## src/rtl/mem_access_pkg.sv

```systemverilog
// Shared types and default widths for the memory-access pipeline stage.
package mem_access_pkg;

    localparam int unsigned DefDw      = 16;
    localparam int unsigned DefAw      = 16;
    localparam int unsigned DefCw      = 6;
    localparam int unsigned DefTimeout = 15;

    typedef enum logic {
        StIdle,
        StWait
    } state_e;

    typedef enum logic [1:0] {
        OpNone  = 2'b00,
        OpLoad  = 2'b01,
        OpStore = 2'b10
    } op_e;

    // A store takes priority when both op flags are raised.
    function automatic op_e decode_op(input logic load, input logic store);
        if (store) begin
            return OpStore;
        end
        if (load) begin
            return OpLoad;
        end
        return OpNone;
    endfunction

endpackage

```

## src/rtl/mem_access_if.sv

```systemverilog
// Execute-side handshake, data-memory port and writeback bundle of the memory-access stage.
interface mem_access_if
    import mem_access_pkg::*;
#(
    parameter int unsigned DW = DefDw,
    parameter int unsigned AW = DefAw,
    parameter int unsigned CW = DefCw
);
    logic          in_valid;
    logic          in_ready;
    logic          in_load;
    logic          in_store;
    logic [AW-1:0] in_addr;
    logic [DW-1:0] in_wdata;
    logic [DW-1:0] in_result;
    logic [CW-1:0] in_ctrl;

    logic          mem_req;
    logic          mem_we;
    logic [AW-1:0] mem_addr;
    logic [DW-1:0] mem_wdata;
    logic          mem_ack;
    logic [DW-1:0] mem_rdata;

    logic          out_valid;
    logic [DW-1:0] out_data;
    logic [CW-1:0] out_ctrl;
    logic          out_err;

    // The stage itself.
    modport slave (
        input  in_valid, in_load, in_store, in_addr, in_wdata, in_result, in_ctrl,
        input  mem_ack, mem_rdata,
        output in_ready, mem_req, mem_we, mem_addr, mem_wdata,
        output out_valid, out_data, out_ctrl, out_err
    );

    // Surrounding pipeline and memory.
    modport master (
        output in_valid, in_load, in_store, in_addr, in_wdata, in_result, in_ctrl,
        output mem_ack, mem_rdata,
        input  in_ready, mem_req, mem_we, mem_addr, mem_wdata,
        input  out_valid, out_data, out_ctrl, out_err
    );

endinterface

```

## src/rtl/mem_timeout_ctr.sv

```systemverilog
// Counts cycles spent waiting for mem_ack; expired is high during the TIMEOUT-th wait cycle.
module mem_timeout_ctr #(
    parameter int unsigned TIMEOUT = 15
) (
    input  logic clk,
    input  logic resetn,
    input  logic clear,
    input  logic en,
    output logic expired
);
    localparam int unsigned CntW = (TIMEOUT > 1) ? $clog2(TIMEOUT + 1) : 1;

    logic [CntW-1:0] cnt_q;

    always_ff @(posedge clk) begin
        if (!resetn || clear) begin
            cnt_q <= '0;
        end else if (en && !expired) begin
            cnt_q <= cnt_q + 1'b1;
        end
    end

    assign expired = (cnt_q == CntW'(TIMEOUT - 1));

endmodule

```

## src/rtl/mem_access_stage.sv

```systemverilog
// Registered memory-access stage between Execute and Writeback.
// Optional bus timeout compiled in with MEM_TIMEOUT_EN.
module mem_access_stage
    import mem_access_pkg::*;
#(
    parameter int unsigned DW      = DefDw,
    parameter int unsigned AW      = DefAw,
    parameter int unsigned CW      = DefCw,
    parameter int unsigned TIMEOUT = DefTimeout
) (
    input logic          clk,
    input logic          resetn,
    input logic          flush,
    mem_access_if.slave  bus
);
    state_e        state_q, state_d;
    logic          mem_req_q, mem_req_d;
    logic          mem_we_q, mem_we_d;
    logic [AW-1:0] mem_addr_q, mem_addr_d;
    logic [DW-1:0] mem_wdata_q, mem_wdata_d;
    logic [CW-1:0] ctrl_q, ctrl_d;
    logic          killed_q, killed_d;
    logic          out_valid_q, out_valid_d;
    logic [DW-1:0] out_data_q, out_data_d;
    logic [CW-1:0] out_ctrl_q, out_ctrl_d;
    logic          out_err_q, out_err_d;
    logic          timeout_expired;
    logic          kill;
    op_e           op;

`ifdef MEM_TIMEOUT_EN
    mem_timeout_ctr #(
        .TIMEOUT (TIMEOUT)
    ) u_timeout (
        .clk     (clk),
        .resetn  (resetn),
        .clear   (state_q == StIdle),
        .en      (state_q == StWait),
        .expired (timeout_expired)
    );
`else
    assign timeout_expired = 1'b0;
    // TIMEOUT only matters when the bus timeout is compiled in.
    if (TIMEOUT == 0) begin : g_timeout_unused
    end
`endif

    always_comb begin
        state_d     = state_q;
        mem_req_d   = mem_req_q;
        mem_we_d    = mem_we_q;
        mem_addr_d  = mem_addr_q;
        mem_wdata_d = mem_wdata_q;
        ctrl_d      = ctrl_q;
        killed_d    = killed_q;
        out_valid_d = 1'b0;
        out_data_d  = out_data_q;
        out_ctrl_d  = out_ctrl_q;
        out_err_d   = out_err_q;
        kill        = 1'b0;
        op          = decode_op(bus.in_load, bus.in_store);

        unique case (state_q)
            StIdle: begin
                if (bus.in_valid && !flush) begin
                    if (op == OpNone) begin
                        out_valid_d = 1'b1;
                        out_data_d  = bus.in_result;
                        out_ctrl_d  = bus.in_ctrl;
                        out_err_d   = 1'b0;
                    end else begin
                        state_d     = StWait;
                        mem_req_d   = 1'b1;
                        mem_we_d    = (op == OpStore);
                        mem_addr_d  = bus.in_addr;
                        mem_wdata_d = bus.in_wdata;
                        ctrl_d      = bus.in_ctrl;
                        killed_d    = 1'b0;
                    end
                end
            end
            StWait: begin
                // A flush never aborts the bus cycle; it only hides the writeback.
                kill     = killed_q | flush;
                killed_d = kill;
                if (bus.mem_ack || timeout_expired) begin
                    state_d     = StIdle;
                    mem_req_d   = 1'b0;
                    mem_we_d    = 1'b0;
                    mem_addr_d  = '0;
                    mem_wdata_d = '0;
                    killed_d    = 1'b0;
                    if (!kill) begin
                        out_valid_d = 1'b1;
                        out_ctrl_d  = ctrl_q;
                        out_err_d   = !bus.mem_ack;
                        out_data_d  = (mem_we_q || !bus.mem_ack) ? '0 : bus.mem_rdata;
                    end
                end
            end
            default: state_d = StIdle;
        endcase
    end

    always_ff @(posedge clk) begin
        if (!resetn) begin
            state_q     <= StIdle;
            mem_req_q   <= 1'b0;
            mem_we_q    <= 1'b0;
            mem_addr_q  <= '0;
            mem_wdata_q <= '0;
            ctrl_q      <= '0;
            killed_q    <= 1'b0;
            out_valid_q <= 1'b0;
            out_data_q  <= '0;
            out_ctrl_q  <= '0;
            out_err_q   <= 1'b0;
        end else begin
            state_q     <= state_d;
            mem_req_q   <= mem_req_d;
            mem_we_q    <= mem_we_d;
            mem_addr_q  <= mem_addr_d;
            mem_wdata_q <= mem_wdata_d;
            ctrl_q      <= ctrl_d;
            killed_q    <= killed_d;
            out_valid_q <= out_valid_d;
            out_data_q  <= out_data_d;
            out_ctrl_q  <= out_ctrl_d;
            out_err_q   <= out_err_d;
        end
    end

    assign bus.in_ready  = (state_q == StIdle);
    assign bus.mem_req   = mem_req_q;
    assign bus.mem_we    = mem_we_q;
    assign bus.mem_addr  = mem_addr_q;
    assign bus.mem_wdata = mem_wdata_q;
    assign bus.out_valid = out_valid_q;
    assign bus.out_data  = out_data_q;
    assign bus.out_ctrl  = out_ctrl_q;
    assign bus.out_err   = out_err_q;

endmodule
```

## src/flat_wrapper.sv

```systemverilog
// flat-port wrapper written by rule: the top's interface ports become plain ports
module mem_access_stage_flat import mem_access_pkg::*;
#(
    parameter int unsigned DW      = DefDw,
    parameter int unsigned AW      = DefAw,
    parameter int unsigned CW      = DefCw,
    parameter int unsigned TIMEOUT = DefTimeout
)
  (clk, resetn, flush, bus_in_valid, bus_in_load, bus_in_store, bus_in_addr, bus_in_wdata, bus_in_result, bus_in_ctrl, bus_mem_ack, bus_mem_rdata, bus_in_ready, bus_mem_req, bus_mem_we, bus_mem_addr, bus_mem_wdata, bus_out_valid, bus_out_data, bus_out_ctrl, bus_out_err);
  mem_access_if #(.DW(DW), .AW(AW), .CW(CW)) bus_i ();
  input logic clk;
  input logic resetn;
  input logic flush;
  input wire logic [$bits(bus_i.in_valid)-1:0] bus_in_valid;
  input wire logic [$bits(bus_i.in_load)-1:0] bus_in_load;
  input wire logic [$bits(bus_i.in_store)-1:0] bus_in_store;
  input wire logic [$bits(bus_i.in_addr)-1:0] bus_in_addr;
  input wire logic [$bits(bus_i.in_wdata)-1:0] bus_in_wdata;
  input wire logic [$bits(bus_i.in_result)-1:0] bus_in_result;
  input wire logic [$bits(bus_i.in_ctrl)-1:0] bus_in_ctrl;
  input wire logic [$bits(bus_i.mem_ack)-1:0] bus_mem_ack;
  input wire logic [$bits(bus_i.mem_rdata)-1:0] bus_mem_rdata;
  output wire logic [$bits(bus_i.in_ready)-1:0] bus_in_ready;
  output wire logic [$bits(bus_i.mem_req)-1:0] bus_mem_req;
  output wire logic [$bits(bus_i.mem_we)-1:0] bus_mem_we;
  output wire logic [$bits(bus_i.mem_addr)-1:0] bus_mem_addr;
  output wire logic [$bits(bus_i.mem_wdata)-1:0] bus_mem_wdata;
  output wire logic [$bits(bus_i.out_valid)-1:0] bus_out_valid;
  output wire logic [$bits(bus_i.out_data)-1:0] bus_out_data;
  output wire logic [$bits(bus_i.out_ctrl)-1:0] bus_out_ctrl;
  output wire logic [$bits(bus_i.out_err)-1:0] bus_out_err;
  assign bus_i.in_valid = bus_in_valid;
  assign bus_i.in_load = bus_in_load;
  assign bus_i.in_store = bus_in_store;
  assign bus_i.in_addr = bus_in_addr;
  assign bus_i.in_wdata = bus_in_wdata;
  assign bus_i.in_result = bus_in_result;
  assign bus_i.in_ctrl = bus_in_ctrl;
  assign bus_i.mem_ack = bus_mem_ack;
  assign bus_i.mem_rdata = bus_mem_rdata;
  assign bus_in_ready = bus_i.in_ready;
  assign bus_mem_req = bus_i.mem_req;
  assign bus_mem_we = bus_i.mem_we;
  assign bus_mem_addr = bus_i.mem_addr;
  assign bus_mem_wdata = bus_i.mem_wdata;
  assign bus_out_valid = bus_i.out_valid;
  assign bus_out_data = bus_i.out_data;
  assign bus_out_ctrl = bus_i.out_ctrl;
  assign bus_out_err = bus_i.out_err;
  mem_access_stage #(.DW(DW), .AW(AW), .CW(CW), .TIMEOUT(TIMEOUT)) u_core (.clk(clk), .resetn(resetn), .flush(flush), .bus(bus_i));
endmodule
```

## config.mk

```make
export PLATFORM = sky130hd
export DESIGN_NAME = mem_access_stage_flat
export DESIGN_NICKNAME = d
export VERILOG_FILES = /design/src/rtl/mem_access_pkg.sv /design/src/rtl/mem_access_if.sv /design/src/rtl/mem_timeout_ctr.sv /design/src/rtl/mem_access_stage.sv /design/src/flat_wrapper.sv
export SDC_FILE = /design/constraint.sdc
export NUM_CORES = 1
export LEC_CHECK = 0
export CORE_ASPECT_RATIO = 0.6
export CORE_MARGIN = 3
export CORE_UTILIZATION = 42
export CTS_BUF_LIST = sky130_fd_sc_hd__clkbuf_8 sky130_fd_sc_hd__clkbuf_16
export DETAILED_ROUTE_END_ITERATION = 10
export PLACE_DENSITY_LB_ADDON = 0.1
export SLEW_MARGIN = 30
export SYNTH_ARGS = -nofsm -noshare
export SYNTH_HDL_FRONTEND = slang
export SYNTH_SLANG_ARGS = --single-unit
```

## constraint.sdc

```tcl
create_clock -name clk -period 1.7 [get_ports clk]
set_clock_uncertainty 0.05 [all_clocks]
set_input_delay 0.34 -clock clk [delete_from_list [all_inputs] [get_ports clk]]
set_output_delay 0.34 -clock clk [all_outputs]
set_load 0.02 [all_outputs]
```

==> results.py <==
metrics = {
    "run_status": {
        "status": "completed",
    },
    "clock_tree": {
        "htreeDepth": 3,
        "clockBufferDepth": 2,
        "clk_latency_ps": 320,
        "cts_root_buf": "clkbuf_16",
        "cts_buffers": 9,
        "cts.sinks": 66,
        "ctsHoldBuffers": 0,
        "cts_tree": "done",
        "clk_pin_slew_ps": 60,
    },
    "critical_path": {
        "cpMaxStageDelayCell": "clkdlybuf4s50_1",
        "timing.rr.start": "u_core.state_q",
        "worst_ep_required_time_ps": 1310,
        "reg2reg_depth": 4,
        "crit_chain": "clkdlybuf4s50_1",
        "crit_family": "buffers and inverters",
        "critPathLaunch": "u_core.bus.mem_addr[14]",
        "end_kind": "output pin",
        "crit_end": "bus_mem_addr[14]",
        "path_class": "reg -> out",
        "crit_cells": 1,
        "r2r-end": "u_core.bus.mem_wdata[4]",
        "max_stage_delay_ps": 610,
        "critPathArrivalTime_ps": 1290,
        "cp_max_fo": 2,
        "crit_path_start_kind": "register",
        "cp_num_buf_inv": 1,
        "reg2reg_slack_ps": 280,
    },
    "pwr": {
        "intPower_uw": 3350,
        "p_comb_frac": 0.188,
        "p_leak_uw": 0.002096,
        "peakVddDrop_mv": 0.4942,
        "p_total_uw": 4447,
        "seq_power_share": 0.375,
        "pwr-share-clk": 0.438,
        "switching_share": 0.2467,
        "p_switching_uw": 1097,
        "p_per_area_nw_per_um2": 866.7,
    },
    "hold_path": {
        "min-delay-start": "u_core.bus.out_err",
        "hold_class": "reg -> reg",
    },
    "logic_synthesis": {
        "syn_area_per_cell_um2": 9.504,
        "ys_ff_latch": 66,
        "syn-instance-count": 329,
        "syn_nets": 406,
        "netlist_area_um2": 3127,
        "ys_seq_area_frac": 0.4226,
        "yosysUniqueCellTypes": 31,
        "ys_warn_count": 0,
    },
    "route": {
        "dr.pass1.iters": 4,
        "vias": 3112,
        "drt_iter0_drc": 232,
        "ant_nets": 0,
        "avgRoutedWirePerCell_um": 17.14,
        "wirelength_um": 9719,
        "viasPerCell": 5.489,
        "drc": 0,
    },
    "timing": {
        "rsz0062_at_grt": "false",
        "fmax_mhz": 595.7,
        "hold_viol": 0,
        "tns_ps": 0,
        "finalSetupViolCount": 0,
        "finalMaxSlewViolations": 0,
        "final.period_utilization": 0.9874,
        "relSlewSlack": 0.8062,
        "worstMarginPinSlew_ps": 289.0,
        "finalCriticalPeriod_ps": 1679,
    },
    "global_routing": {
        "grt_pass1_wl_um": 15680,
        "overflow": 0,
        "grt_usage": 0.2250,
        "antenna_found_initial": 0,
        "grt_max_degree": 41,
        "grt_pass1_vias": 3049,
    },
    "die": {
        "fp.dieH_um": 72.84,
        "core_area_um2": 6935,
        "dieArea_um2": 8550,
        "die_x_um": 117.4,
        "rows": 23,
        "initial_core_util": 0.4508,
        "num_io_pins": 136,
    },
    "layout": {
        "layout-drive-gt1-share": 0.1906,
        "nets": 539,
        "diodes": 0,
        "syn2layout_area_growth_pct": 64.11,
        "final_cell_area_um2": 5131,
    },
    "flow_run": {
        "max_cap_violations": 0,
    },
    "placed_design": {
        "place.gp.congestion": 0.8221,
        "dp_hpwl_um": 6548,
        "placed_area_um2": 4688,
        "port_buffers": 135,
    },
}
[cells in the final DEF, fill, tap and decap left out, types with 9 or more instances in the layout]
cell,count
buf_4,17
clkdlybuf4s50_1,106
nor2b_1,17
nand3_1,38
a21oi_1,40
a31oi_1,16
a211oi_1,41
o211ai_2,33
dfxtp_1,65
clkbuf_16,11
buf_12,10
dlymetal6s2s_1,20
dlygate4sd2_1,9
[area by class of cell]
cell class / count / area (um2)
fillers: 515 / 1804
repair buffers: 164 / 1768
multi-input cells: 218 / 1579
flip-flops and latches: 66 / 1323
clock buffers: 13 / 280.3
well taps: 100 / 125.1
clock inverters: 3 / 45.04
inverters: 3 / 11.26
[synth_stat cells]
library cell  count  area share
nand3_1          38       0.061
and2_1            1      0.0020
and4bb_1          1      0.0040
a211oi_1         43        0.10
nor3b_2           1      0.0040
a31oi_1          16       0.032
nand2_2           1      0.0020
o211ai_2         33        0.13
dfxtp_1          66        0.42
inv_2             1      0.0012
inv_1             2      0.0024
nor2_1            3      0.0036
buf_2            19       0.030
or3b_1            1      0.0028
o21a_1            1      0.0024
nor3_1            1      0.0016
nor2b_1          17       0.034
a21oi_1          40       0.064
or2_2             1      0.0020
a21o_1            1      0.0024
o21ai_1           6      0.0096
nand2_1           3      0.0036
buf_4             1      0.0024
a211oi_2          1      0.0040
nor2_4            1      0.0036
clkbuf_1         14       0.017
nor2_2            1      0.0020
buf_6             7       0.025
clkbuf_2          1      0.0016
mux2i_1           6       0.019
a22oi_1           1      0.0024
[per-stage QoR]
step           hold WS, ps  std cells    util  worst slack [ps]
6_report             385.8        567  0.7399             21.41
5_1_grt              424.0        567  0.7399             1.043
4_1_cts              388.2        563  0.7215             2.155
3_5_place_dp         381.7        547  0.6760            -281.7
3_3_place_gp         368.9        547  0.6760            -227.8
2_1_floorplan        407.5        329       -             267.7
[metal layers]
layer / routed length [um] / part of all wire / GRT usage / up-vias
met5: 0 / 0 / 0 / -
met4: 76 / 0.0078 / 0.05072 / 0
met3: 707 / 0.073 / 0.06816 / 8
li1: - / - / - / 1511
met1: 4529 / 0.47 / 0.3020 / 1470
met2: 4407 / 0.45 / 0.3632 / 123
[registers in the layout, summed over array words and instances, names as in the netlist]
| register | count |
|---|---|
| u_core.bus.out_valid | 1 |
| u_core.bus.mem_wdata | 16 |
| u_core.killed_q | 1 |
| u_core.state_q | 1 |
| u_core.bus.out_data | 16 |
| u_core.bus.out_err | 1 |
| u_core.ctrl_q | 6 |
| u_core.bus.out_ctrl | 6 |
| u_core.bus.mem_req | 1 |
| u_core.bus.mem_addr | 16 |
| u_core.bus.mem_we | 1 |
[worst register-to-register path, stage by stage, from the launching register on]
cell and delay (ps):
dfxtp_2 360, or3b_4 440, clkbuf_16 220, o211ai_2 150, a21oi_1 80
[power by group through the flow]
| stage | sequential (uW) | combinational [uW] | clock (uW) |
|---|---|---|---|
| 2_1_floorplan | 1770 | 321 | 0 |
| 3_3_place_gp | 1700 | 802 | 0 |
| 3_5_place_dp | 1700 | 815 | 0 |
| 4_1_cts | 1670 | 815 | 1980 |
| 5_1_grt | 1670 | 893 | 2030 |
| 6_report | 1670 | 834 | 1950 |
[timing repair]
| action | 4_1_cts | 5_1_grt |
|---|---|---|
| gates resized for setup | 10 | 23 |
| buffers inserted | 0 | 2 |
| setup endpoints to repair | 9 | 42 |
| cloned | 0 | 2 |
| pin swaps | 0 | 3 |
[kinds of logic (layout without fill, tap and decap cells)]
group | after synthesis | in the layout | share of synthesized area
muxes | 6 | 6 | 0.01921
DFF | 66 | 66 | 0.4226
and+or+nand+nor | 70 | 70 | 0.1261
AOI/OAI and AO/OA | 142 | 142 | 0.3521
buffers and inverters | 45 | 183 | 0.08003
[worst min-delay path by stage]
stage	end	cells after the start	slack, ps
finish	u_core.bus.out_err	2	390
global route	u_core.bus.out_err	2	420
CTS	u_core.bus.out_err	2	390
detailed placement	u_core.bus.out_err	2	380
global placement	u_core.bus.out_err	2	370
floorplan	u_core.state_q	1	410
No activity file was read; power rests on OpenSTA's default activity.
